### src/rtl/l1_pmem_arbiter_if.sv
// Bundles the two L1 cache ports and the shared pmem port seen by l1_pmem_arbiter.
// slave is the arbiter's view; master is the view of whatever drives the caches and memory.
interface l1_pmem_arbiter_if #(
  parameter int unsigned ADDR_WIDTH = 16,
  parameter int unsigned LINE_WIDTH = 128
);
  logic                  icache_pmem_read;
  logic                  icache_pmem_write;
  logic [ADDR_WIDTH-1:0] icache_pmem_address;
  logic [LINE_WIDTH-1:0] icache_pmem_wdata;
  logic                  icache_pmem_resp;
  logic [LINE_WIDTH-1:0] icache_pmem_rdata;

  logic                  dcache_pmem_read;
  logic                  dcache_pmem_write;
  logic [ADDR_WIDTH-1:0] dcache_pmem_address;
  logic [LINE_WIDTH-1:0] dcache_pmem_wdata;
  logic                  dcache_pmem_resp;
  logic [LINE_WIDTH-1:0] dcache_pmem_rdata;

  logic                  pmem_read;
  logic                  pmem_write;
  logic [ADDR_WIDTH-1:0] pmem_address;
  logic [LINE_WIDTH-1:0] pmem_wdata;
  logic                  pmem_resp;
  logic [LINE_WIDTH-1:0] pmem_rdata;

  modport slave (
    input  icache_pmem_read, icache_pmem_write, icache_pmem_address, icache_pmem_wdata,
    output icache_pmem_resp, icache_pmem_rdata,
    input  dcache_pmem_read, dcache_pmem_write, dcache_pmem_address, dcache_pmem_wdata,
    output dcache_pmem_resp, dcache_pmem_rdata,
    output pmem_read, pmem_write, pmem_address, pmem_wdata,
    input  pmem_resp, pmem_rdata
  );

  modport master (
    output icache_pmem_read, icache_pmem_write, icache_pmem_address, icache_pmem_wdata,
    input  icache_pmem_resp, icache_pmem_rdata,
    output dcache_pmem_read, dcache_pmem_write, dcache_pmem_address, dcache_pmem_wdata,
    input  dcache_pmem_resp, dcache_pmem_rdata,
    input  pmem_read, pmem_write, pmem_address, pmem_wdata,
    output pmem_resp, pmem_rdata
  );
endinterface

### src/rtl/l1_pmem_arbiter.sv
// Round-robin arbiter between the I-cache and D-cache for a single pmem port.
// One transaction is granted at a time; the response is routed back only to the granted cache.
module l1_pmem_arbiter #(
  parameter int unsigned ADDR_WIDTH = 16,
  parameter int unsigned LINE_WIDTH = 128
) (
  input logic               clk,
  input logic               reset,
  l1_pmem_arbiter_if.slave  bus
);

  typedef enum logic [1:0] {StIdle, StGrantI, StGrantD, StRelease} state_e;

  state_e state_q, state_d;
  logic   last_served_q, last_served_d;  // 0 = I-cache, 1 = D-cache

  logic i_req, d_req;

  logic                  pmem_read;
  logic                  pmem_write;
  logic [ADDR_WIDTH-1:0] pmem_address;
  logic [LINE_WIDTH-1:0] pmem_wdata;
  logic                  icache_resp;
  logic                  dcache_resp;

  assign i_req = bus.icache_pmem_read | bus.icache_pmem_write;
  assign d_req = bus.dcache_pmem_read | bus.dcache_pmem_write;

  always_comb begin
    state_d       = state_q;
    last_served_d = last_served_q;
    case (state_q)
      StIdle: begin
        if (i_req && d_req) begin
          state_d = last_served_q ? StGrantI : StGrantD;
        end else if (i_req) begin
          state_d = StGrantI;
        end else if (d_req) begin
          state_d = StGrantD;
        end
      end
      StGrantI: begin
        if (bus.pmem_resp) begin
          state_d       = StRelease;
          last_served_d = 1'b0;
        end else if (!i_req) begin
          state_d = StIdle;
        end
      end
      StGrantD: begin
        if (bus.pmem_resp) begin
          state_d       = StRelease;
          last_served_d = 1'b1;
        end else if (!d_req) begin
          state_d = StIdle;
        end
      end
      StRelease: state_d = StIdle;
      default:   state_d = StIdle;
    endcase
  end

  always_ff @(posedge clk or posedge reset) begin
    if (reset) begin
      state_q       <= StIdle;
      last_served_q <= 1'b1;
    end else begin
      state_q       <= state_d;
      last_served_q <= last_served_d;
    end
  end

  // Write wins over read so pmem never sees both strobes together.
  always_comb begin
    pmem_read    = 1'b0;
    pmem_write   = 1'b0;
    pmem_address = '0;
    pmem_wdata   = '0;
    icache_resp  = 1'b0;
    dcache_resp  = 1'b0;
    case (state_q)
      StGrantI: begin
        pmem_write   = bus.icache_pmem_write;
        pmem_read    = bus.icache_pmem_read & ~bus.icache_pmem_write;
        pmem_address = bus.icache_pmem_address;
        pmem_wdata   = bus.icache_pmem_wdata;
        icache_resp  = bus.pmem_resp;
      end
      StGrantD: begin
        pmem_write   = bus.dcache_pmem_write;
        pmem_read    = bus.dcache_pmem_read & ~bus.dcache_pmem_write;
        pmem_address = bus.dcache_pmem_address;
        pmem_wdata   = bus.dcache_pmem_wdata;
        dcache_resp  = bus.pmem_resp;
      end
      default: ;
    endcase
    // Explicit gate keeps the strobes low the instant reset asserts.
    if (reset) begin
      pmem_read    = 1'b0;
      pmem_write   = 1'b0;
      pmem_address = '0;
      pmem_wdata   = '0;
      icache_resp  = 1'b0;
      dcache_resp  = 1'b0;
    end
  end

  assign bus.pmem_read         = pmem_read;
  assign bus.pmem_write        = pmem_write;
  assign bus.pmem_address      = pmem_address;
  assign bus.pmem_wdata        = pmem_wdata;
  assign bus.icache_pmem_resp  = icache_resp;
  assign bus.dcache_pmem_resp  = dcache_resp;
  assign bus.icache_pmem_rdata = bus.pmem_rdata;
  assign bus.dcache_pmem_rdata = bus.pmem_rdata;

endmodule

### src/flat_wrapper.sv
// flat-port wrapper written by rule: the top's interface ports become plain ports
module l1_pmem_arbiter_flat 
#(
  parameter int unsigned ADDR_WIDTH = 16,
  parameter int unsigned LINE_WIDTH = 128
)
  (clk, reset, bus_icache_pmem_read, bus_icache_pmem_write, bus_icache_pmem_address, bus_icache_pmem_wdata, bus_icache_pmem_resp, bus_icache_pmem_rdata, bus_dcache_pmem_read, bus_dcache_pmem_write, bus_dcache_pmem_address, bus_dcache_pmem_wdata, bus_dcache_pmem_resp, bus_dcache_pmem_rdata, bus_pmem_read, bus_pmem_write, bus_pmem_address, bus_pmem_wdata, bus_pmem_resp, bus_pmem_rdata);
  l1_pmem_arbiter_if #(.ADDR_WIDTH(ADDR_WIDTH), .LINE_WIDTH(LINE_WIDTH)) bus_i ();
  input logic clk;
  input logic reset;
  input wire logic [$bits(bus_i.icache_pmem_read)-1:0] bus_icache_pmem_read;
  input wire logic [$bits(bus_i.icache_pmem_write)-1:0] bus_icache_pmem_write;
  input wire logic [$bits(bus_i.icache_pmem_address)-1:0] bus_icache_pmem_address;
  input wire logic [$bits(bus_i.icache_pmem_wdata)-1:0] bus_icache_pmem_wdata;
  output wire logic [$bits(bus_i.icache_pmem_resp)-1:0] bus_icache_pmem_resp;
  output wire logic [$bits(bus_i.icache_pmem_rdata)-1:0] bus_icache_pmem_rdata;
  input wire logic [$bits(bus_i.dcache_pmem_read)-1:0] bus_dcache_pmem_read;
  input wire logic [$bits(bus_i.dcache_pmem_write)-1:0] bus_dcache_pmem_write;
  input wire logic [$bits(bus_i.dcache_pmem_address)-1:0] bus_dcache_pmem_address;
  input wire logic [$bits(bus_i.dcache_pmem_wdata)-1:0] bus_dcache_pmem_wdata;
  output wire logic [$bits(bus_i.dcache_pmem_resp)-1:0] bus_dcache_pmem_resp;
  output wire logic [$bits(bus_i.dcache_pmem_rdata)-1:0] bus_dcache_pmem_rdata;
  output wire logic [$bits(bus_i.pmem_read)-1:0] bus_pmem_read;
  output wire logic [$bits(bus_i.pmem_write)-1:0] bus_pmem_write;
  output wire logic [$bits(bus_i.pmem_address)-1:0] bus_pmem_address;
  output wire logic [$bits(bus_i.pmem_wdata)-1:0] bus_pmem_wdata;
  input wire logic [$bits(bus_i.pmem_resp)-1:0] bus_pmem_resp;
  input wire logic [$bits(bus_i.pmem_rdata)-1:0] bus_pmem_rdata;
  assign bus_i.icache_pmem_read = bus_icache_pmem_read;
  assign bus_i.icache_pmem_write = bus_icache_pmem_write;
  assign bus_i.icache_pmem_address = bus_icache_pmem_address;
  assign bus_i.icache_pmem_wdata = bus_icache_pmem_wdata;
  assign bus_icache_pmem_resp = bus_i.icache_pmem_resp;
  assign bus_icache_pmem_rdata = bus_i.icache_pmem_rdata;
  assign bus_i.dcache_pmem_read = bus_dcache_pmem_read;
  assign bus_i.dcache_pmem_write = bus_dcache_pmem_write;
  assign bus_i.dcache_pmem_address = bus_dcache_pmem_address;
  assign bus_i.dcache_pmem_wdata = bus_dcache_pmem_wdata;
  assign bus_dcache_pmem_resp = bus_i.dcache_pmem_resp;
  assign bus_dcache_pmem_rdata = bus_i.dcache_pmem_rdata;
  assign bus_pmem_read = bus_i.pmem_read;
  assign bus_pmem_write = bus_i.pmem_write;
  assign bus_pmem_address = bus_i.pmem_address;
  assign bus_pmem_wdata = bus_i.pmem_wdata;
  assign bus_i.pmem_resp = bus_pmem_resp;
  assign bus_i.pmem_rdata = bus_pmem_rdata;
  l1_pmem_arbiter #(.ADDR_WIDTH(ADDR_WIDTH), .LINE_WIDTH(LINE_WIDTH)) u_core (.clk(clk), .reset(reset), .bus(bus_i));
endmodule
### config.mk
export PLATFORM = sky130hd
export DESIGN_NAME = l1_pmem_arbiter_flat
export DESIGN_NICKNAME = d
export VERILOG_FILES = /design/src/rtl/l1_pmem_arbiter_if.sv /design/src/rtl/l1_pmem_arbiter.sv /design/src/flat_wrapper.sv
export SDC_FILE = /design/constraint.sdc
export NUM_CORES = 1
export LEC_CHECK = 0
export CAP_MARGIN = 30
export CORE_AREA = 2 2 321 323
export CTS_CLUSTER_DIAMETER = 30
export CTS_CLUSTER_SIZE = 28
export DETAILED_ROUTE_END_ITERATION = 8
export DIE_AREA = 0 0 323 325
export HOLD_SLACK_MARGIN = 0.06
export RECOVER_POWER = 50
export SYNTH_ARGS = -nofsm -noshare
export SYNTH_HDL_FRONTEND = slang
export SYNTH_SLANG_ARGS = --single-unit
### constraint.sdc
create_clock -name clk -period 2.6 [get_ports clk]
set_clock_uncertainty 0.15 [all_clocks]
set_input_delay 0.26 -clock clk [delete_from_list [all_inputs] [get_ports clk]]
set_output_delay 0.26 -clock clk [all_outputs]
set_load 0.05 [all_outputs]
**Word level (Yosys, flattened, before mapping)**

Index checks and enable logic that the tools add are counted.

- Equal/unequal tests: 8
- Multiplexer cells: 24
- Bitwise logic cells: 6
- Reduce and logical (&&, ||, !) cells: 5

Operator list:

| cell | number |
|---|---|
| 128-bit case mux with 2 select lines | 1 |
| 128-bit two-way mux | 1 |
| 16-bit case mux with 2 select lines | 1 |
| 16-bit two-way mux | 1 |
| 2-bit two-way mux | 8 |
| 1-bit two-way mux | 8 |
| 2-bit case mux with 4 select lines | 1 |
| 3-bit != test (second input constant) | 2 |
| 1-bit case mux with 2 select lines | 3 |
| 3-bit AND reduction | 2 |
| 2-bit == test (second input constant) | 2 |
| 2-bit != test (second input constant) | 2 |
| 4-bit by 1-bit != test with 1-bit output (second input constant) | 1 |
| 1-bit bitwise AND | 2 |
| 2-bit by 1-bit == test with 1-bit output (second input constant) | 1 |
| 2-bit zero test | 1 |
| 1-bit inverter | 2 |
| 1-bit bitwise OR | 2 |
| 2-bit nonzero test | 1 |
| 1-bit logical AND | 1 |

- Register bits after elaboration: 3
- Input port bits: 423
- Output and inout bits: 404
- Word-level logic and storage cells: 45

**Logic depth before layout (Yosys ltp)**

Gate-level depths: netlist of the first run.

- Word-level depth: 5
- Gate-level depth with buffers: 7

**Worst setup path after synthesis of the first run**

OpenSTA, ideal clock, no wires.

- Kind: reg2out
- Start point: register u_core.state_q[1]
- End point: output port bus_pmem_wdata[100]
- Arrival: 1.873 ns
- Setup slack: 0.317 ns
- Stages on the path, launching flop included: 8
- Cell sequence: dfrtp_1 > inv_1 > ha_1 > buf_4 > clkbuf_1 > buf_2 > a22oi_1 > nor2_1

- Longest elaborated chain between the ends: 3
- Elaborated cells on any way between the ends: 4
- Classes of those cells: eq/ne: 2; mux: 2

Ends and longest elaborated chain:

| item | RTL line | text |
|---|---|---|
| start: declaration | l1_pmem_arbiter.sv:14 | `state_e state_q, state_d;` |
| start signal: assignment | l1_pmem_arbiter.sv:65 | `state_q <= StIdle;` |
| start signal: assignment | l1_pmem_arbiter.sv:68 | `state_q <= state_d;` |
| 2-bit == test / 2-bit by 1-bit == test with 1-bit output (equally long branches) | l1_pmem_arbiter.sv:81 | `case (state_q)` |
| 128-bit case mux with 2 select lines (*) | l1_pmem_arbiter.sv:81 |  |
| 128-bit two-way mux (*) | l1_pmem_arbiter.sv:99 | `if (reset) begin` |
| end: declaration | flat_wrapper.sv:26 | `output wire logic [$bits(bus_i.pmem_wdata)-1:0] bus_pmem_wdata;` |

Mark *: on every way between the ends. The rest lies on a longest branch, timed or not.

**Worst setup path after layout of the first run**

- Start point: register u_core.state_q[0]
- End point: output port bus_pmem_wdata[80]

Same word-level chain as after synthesis.

==> metrics list, run 1 <==
- Arrival time at the worst endpoint: 2360 ps
- Max cap viols: 0
* Critical path endpoint category: primary output
- After global routing, the most crowded layer is met2.
- The tightest min-delay check is of the in -> async type.
- Final hold slack: 248 ps
* Die area: 0.105 mm²
* Pin count of the biggest net entering global routing: 76
* Detailed placement HPWL: 59.4 mm
- Routability-driven placement finished with a final weighted congestion of 0.748.
* Multiplexer share of the synthesized area: 0.555%
* Post-Syn Nets: 1,054
* Clock tree from TritonCTS: done
- After clock tree synthesis, the clock-pin slew on the worst setup and hold paths is 40 ps.
* # IOs: 827
* Total setup violations reported at the end of the flow: 12
- Buffer levels on the longest clock path: 2
- Number of nets in the finished design: 1,205
* Simple-gate portion of the synthesized area: 15.1%
- The cell family contributing the most delay on the critical path is compound AO/OA/AOI/OAI gates.
- The final hold violation count came to 0.
- Together, buffers and inverters on the worst path number 3.
- PD cells: 836 mW/mm²
- Layout cell share with drive strength beyond 1: 25.6%
* Global routing usage on met3: 8.72%
- Flip-flop and latch count after synthesis: 3
* Die Y: 325 µm
* Mapped Avg Cell Area: 6.47 µm²
- Clock insertion delay at the later pin of the skew report: 230 ps
- Placement row count: 117
- Summed over all layers, the global routing overflow is 0.
* Mapped cell area: 0.00406 mm²
- Number of antenna violations at the first check in global routing: 20
- CTS saw 3 sinks.
- The initial utilization of the core area, before any placement, comes to 4.00%.
- At the pin with the least slew margin, the transition time is 797 ps.
- Based on the critical path, the design can be clocked at up to 361 MHz.
- The checks that failed: negative setup slack.
- Main synth FF type: sky130_fd_sc_hd__dfrtp_1
- Share of the synthesized area in the top cell type: 47.6%
- CP dominant cell by count: sky130_fd_sc_hd__buf_12
* Die W: 323 µm
* Detail-routed net length per standard cell: 29.3 µm
- DRT antenna net count: 0
- For this block, the initial DRC count from the detailed router was 185.
* Most frequent cell after synthesis: sky130_fd_sc_hd__buf_4
- Outcome: finished with violations
- Counting I/O delays and the setup requirement, the final critical path takes 2770 ps.
- The first TritonRoute pass finished after 5 iterations.
- Global-route wire length before repair: 73.1 mm
- Quantity of hold-fixing buffers added after cts: 0
- After detailed routing, the total wire length is 63.1 mm.
* Maximum VDD drop: 0.000493 V
- From synthesis to final layout, the design area changed by 145%.
- Global routing consumed, on the met1 layer, 12.4% of the routing resources.
- Of all nets on the critical path, the largest fanout is 72.
* Post-Place Setup Slack: -144 ps
* Top cell type by total area after synthesis: sky130_fd_sc_hd__buf_4
- Critical path startpoint category: register
- In the finished design, the share of the clock period the worst path needs comes to 107%.
* Maximum level of the CTS H-tree: 1
- Met2 Use GR: 17.4%
* Commonest cells post-synth: sky130_fd_sc_hd__buf_4 (257), sky130_fd_sc_hd__nor2_1 (146), sky130_fd_sc_hd__a22oi_1 (145)
* Leakage: 3.05 nW
- Synthesis warning total: 0
- CP cell instances: inv_1 -> ha_4 -> buf_12 -> a22oi_1 -> nor2_1 -> buf_12
- In the post-route analysis, the smallest setup slack over all paths is -173 ps.
- Dividing the detail-routed via count by the number of cells gives 2.38.
- The core region is 0.101 mm².
* Number of CTS-inserted buffers: 3
* Clock root buffer: sky130_fd_sc_hd__clkbuf_16
* Max-slew violation total from the final report: 0
* Register area share after synthesis: 1.88%
* Synth async-reset ratio: 100%
- During placement, the flow inserted port buffers numbering 442.
* Top area cells in the synthesized netlist: sky130_fd_sc_hd__buf_4 (48%), sky130_fd_sc_hd__a22oi_1 (27%), sky130_fd_sc_hd__nor2_1 (14%)
- Worst path required time: 2190 ps
- Xor-xnor portion of the synthesized cell area: 0%
- Synth Area in Compound Gates: 28.3%
- The via count of the first global-routing pass was 5,225.
- Summing the areas of all fa, ha and maj instances in the mapped netlist gives 1.23% of the synthesized area.
* Relative slew margins: 46.8%
- Count of distinct cell types in the synthesized netlist: 24
- Largest family of logic cells by synthesized area: buffers and inverters
- For this run, the total global-route usage over all layers was measured as 11.3%.
- After detailed routing, the number of remaining DRC violations is 0.
- Number of enable-type register cells in the synthesized netlist: 0
- Worst Setup Path Type: reg -> out
* Slowest cell on crit path: sky130_fd_sc_hd__a22oi_1
* Total vias in the final route: 5,121
* Cell count after synthesis: 627
- Longest individual stage delay on the worst path: 730 ps
- Unrepaired setup endpoints after global routing: yes
metrics by stage:
stage | utilization, % | total power, mW | TNS (ps) | instance area, µm² | std cells
final | 9.83 | 8.32 | -676 | 9960 | 2151
after global routing | 9.83 | 8.84 | -2120 | 9950 | 2149
after CTS | 9.72 | 8.61 | -2520 | 9850 | 2145
after detailed placement | 9.59 | 8.28 | -748 | 9720 | 2141
after global placement | 9.59 | 8.28 | -557 | 9720 | 2141
after floorplan | - | 4.57 | 0 | 4060 | 627
metal layers:
metal	wire length [µm]	vias to the layer above
met3	11900	66
li1	-	2193
met4	1400	16
met2	26700	592
met1	23000	2254
met5	149	-
power by group:
group / switching [mW] / leakage [nW] / internal, mW / total [mW]
logic: 5.01 / 2.97 / 2.95 / 7.96
registers: 0.0285 / 0.0356 / 0.0767 / 0.105
clock network: 0.0519 / 0.0382 / 0.203 / 0.255
total: 5.09 / 3.05 / 3.23 / 8.32
worst reg2reg max path, delay by kind of cell, from the launching register on:
family,cells,cell delay (ps)
fa+ha+maj,1,210
buf+inv,3,490
flops,1,430
mux,1,350
compound gates,2,370
layout by cell type, fill, tap and decap left out, drive strengths merged:
master         instances
a22oi                145
nand3                  1
diode                  6
ha                     4
dlygate4sd3            1
a22o                   1
o32ai                  1
clkbuf                 4
mux2                   2
buf                  157
clkdlybuf4s50        293
inv                    5
a21oi                  1
nand3b                 2
dfstp                  1
o31ai                  1
a31oi                  1
and3                   2
dfrtp                  2
nor2                 148
o311ai                 1
nand2b                 1
nand2                  3
path summary, 6_finish.rpt:
| kind | startpoint | end | slack, ps | depth (start not counted) |
|---|---|---|---|---|
| max | u_core.state_q[0] | bus_pmem_wdata[80] | -170 | 6 |
| min | reset | u_core.state_q[1] | 250 | 2 |
| max in group asynchronous | reset | u_core.last_served_q | 1790 | 2 |
| min in group clk | bus_pmem_rdata[100] | bus_icache_pmem_rdata[100] | 370 | 0 |
| max reg2reg | u_core.state_q[1] | u_core.state_q[1] | 470 | 7 |
| min reg2reg | u_core.last_served_q | u_core.last_served_q | 420 | 1 |
layout make-up:
class,count,area (µm²)
Clock buffer,4,78.8
Sequential cell,3,76.3
Fill cell,11800,91300
Multi-Input combinational cell,314,2010
Inverter,5,18.8
Antenna cell,6,15.0
Timing Repair Buffer,451,6050
Tap cell,1368,1710
kinds of logic (layout without fill, tap and decap cells):
kind of cell | Yosys count | after routing
AND/OR/NAND/NOR | 157 | 157
adder cells (fa/ha/maj) | 4 | 4
AO/OA/AOI/OAI | 151 | 151
buffers and inverters | 310 | 460
flip-flops | 3 | 3
multiplexers | 2 | 2
other | 0 | 6
state kept, by name (all words and copies together) (netlist names):
name,cells
u_core.last_served_q,1
u_core.state_q,2
repair_timing:
item | in CTS | in global routing
resized for setup | 11 | 21
endpoints found under the setup margin | 34 | 54
buffers inserted | 0 | 0
endpoints found under the hold margin | 0 | 0
pin swaps | 0 | 3
(Power assumes the default switching activity.)
==> inputs of run 2 (changes only) <==
CAP_MARGIN = 20   (was 30)
==> results of run 2 <==
No change in the layout: final DEF, timing and power equal those of run 1.
==> RTL edit: new RTL, flow settings as in run 2 <==
`LINE_WIDTH` is set to 128 in 3 places; all go to 256.
--- a/src/rtl/l1_pmem_arbiter_if.sv
+++ b/src/rtl/l1_pmem_arbiter_if.sv
@@ -2,7 +2,7 @@
 // slave is the arbiter's view; master is the view of whatever drives the caches and memory.
 interface l1_pmem_arbiter_if #(
   parameter int unsigned ADDR_WIDTH = 16,
-  parameter int unsigned LINE_WIDTH = 128
+  parameter int unsigned LINE_WIDTH = 256
 );
   logic                  icache_pmem_read;
   logic                  icache_pmem_write;
--- a/src/rtl/l1_pmem_arbiter.sv
+++ b/src/rtl/l1_pmem_arbiter.sv
@@ -2,7 +2,7 @@
 // One transaction is granted at a time; the response is routed back only to the granted cache.
 module l1_pmem_arbiter #(
   parameter int unsigned ADDR_WIDTH = 16,
-  parameter int unsigned LINE_WIDTH = 128
+  parameter int unsigned LINE_WIDTH = 256
 ) (
   input logic               clk,
   input logic               reset,
--- a/src/flat_wrapper.sv
+++ b/src/flat_wrapper.sv
@@ -2,7 +2,7 @@
 module l1_pmem_arbiter_flat 
 #(
   parameter int unsigned ADDR_WIDTH = 16,
-  parameter int unsigned LINE_WIDTH = 128
+  parameter int unsigned LINE_WIDTH = 256
 )
   (clk, reset, bus_icache_pmem_read, bus_icache_pmem_write, bus_icache_pmem_address, bus_icache_pmem_wdata, bus_icache_pmem_resp, bus_icache_pmem_rdata, bus_dcache_pmem_read, bus_dcache_pmem_write, bus_dcache_pmem_address, bus_dcache_pmem_wdata, bus_dcache_pmem_resp, bus_dcache_pmem_rdata, bus_pmem_read, bus_pmem_write, bus_pmem_address, bus_pmem_wdata, bus_pmem_resp, bus_pmem_rdata);
   l1_pmem_arbiter_if #(.ADDR_WIDTH(ADDR_WIDTH), .LINE_WIDTH(LINE_WIDTH)) bus_i ();
Interface: changed (6 resized); port bits go from 827 to 1595. The function was not compared with the original's and may differ.
==> RTL edit against run 2 <==
- the run now fails in I/O pin placement
- synthesized area up 88%
==> RTL edit: results (changes against run 2) <==
[outcome]
outcome=did not finish  ; was finished, violations left
flow.stopped_at=I/O pin placement
run.stop_error=[ERROR PPL-0024] Number of IO pins (1595) exceeds maximum number of available positions (1168). Increase the die perimeter from 1296.00um to 2169.20um.

[floorplanning]
fp.dieW_um=323  ; unchanged

[logic_synthesis]
synth-seq-cells=3  ; unchanged
synthArstFlopShare_pct=100.0  ; unchanged
netlist-cell-type-count=24  ; unchanged
ys.flop_type=dfrtp_1  ; unchanged
syn_nets=1992  ; was 1,054
synth_area_per_cell_um2=6.460  ; was 6.470 µm²
ys_warn_count=0  ; unchanged
yosys-top-cells-count=buf_4 (513), nor2_1 (274), a22oi_1 (273)  ; was buf_4 (257), nor2_1 (146), a22oi_1 (145)
synth_area_leaders=buf_4 (50%), a22oi_1 (27%), nor2_1 (13%), buf_2 (3.9%), clkbuf_1 (0.89%)  ; was buf_4 (48%), a22oi_1 (27%), nor2_1 (14%), buf_2 (2.1%), clkbuf_1 (1.7%)
ys_seq_area_share_pct=1.000  ; was 1.882%

[RTL edit: kinds of logic after synthesis]
logic type	count (synthesis)	synth area share, %
compound gates	279	27.63
buf+inv	608	56.12
mux	2	0.2952
fa+ha+maj	4	0.6560
flops	3	1.000
simple gates	285	14.30
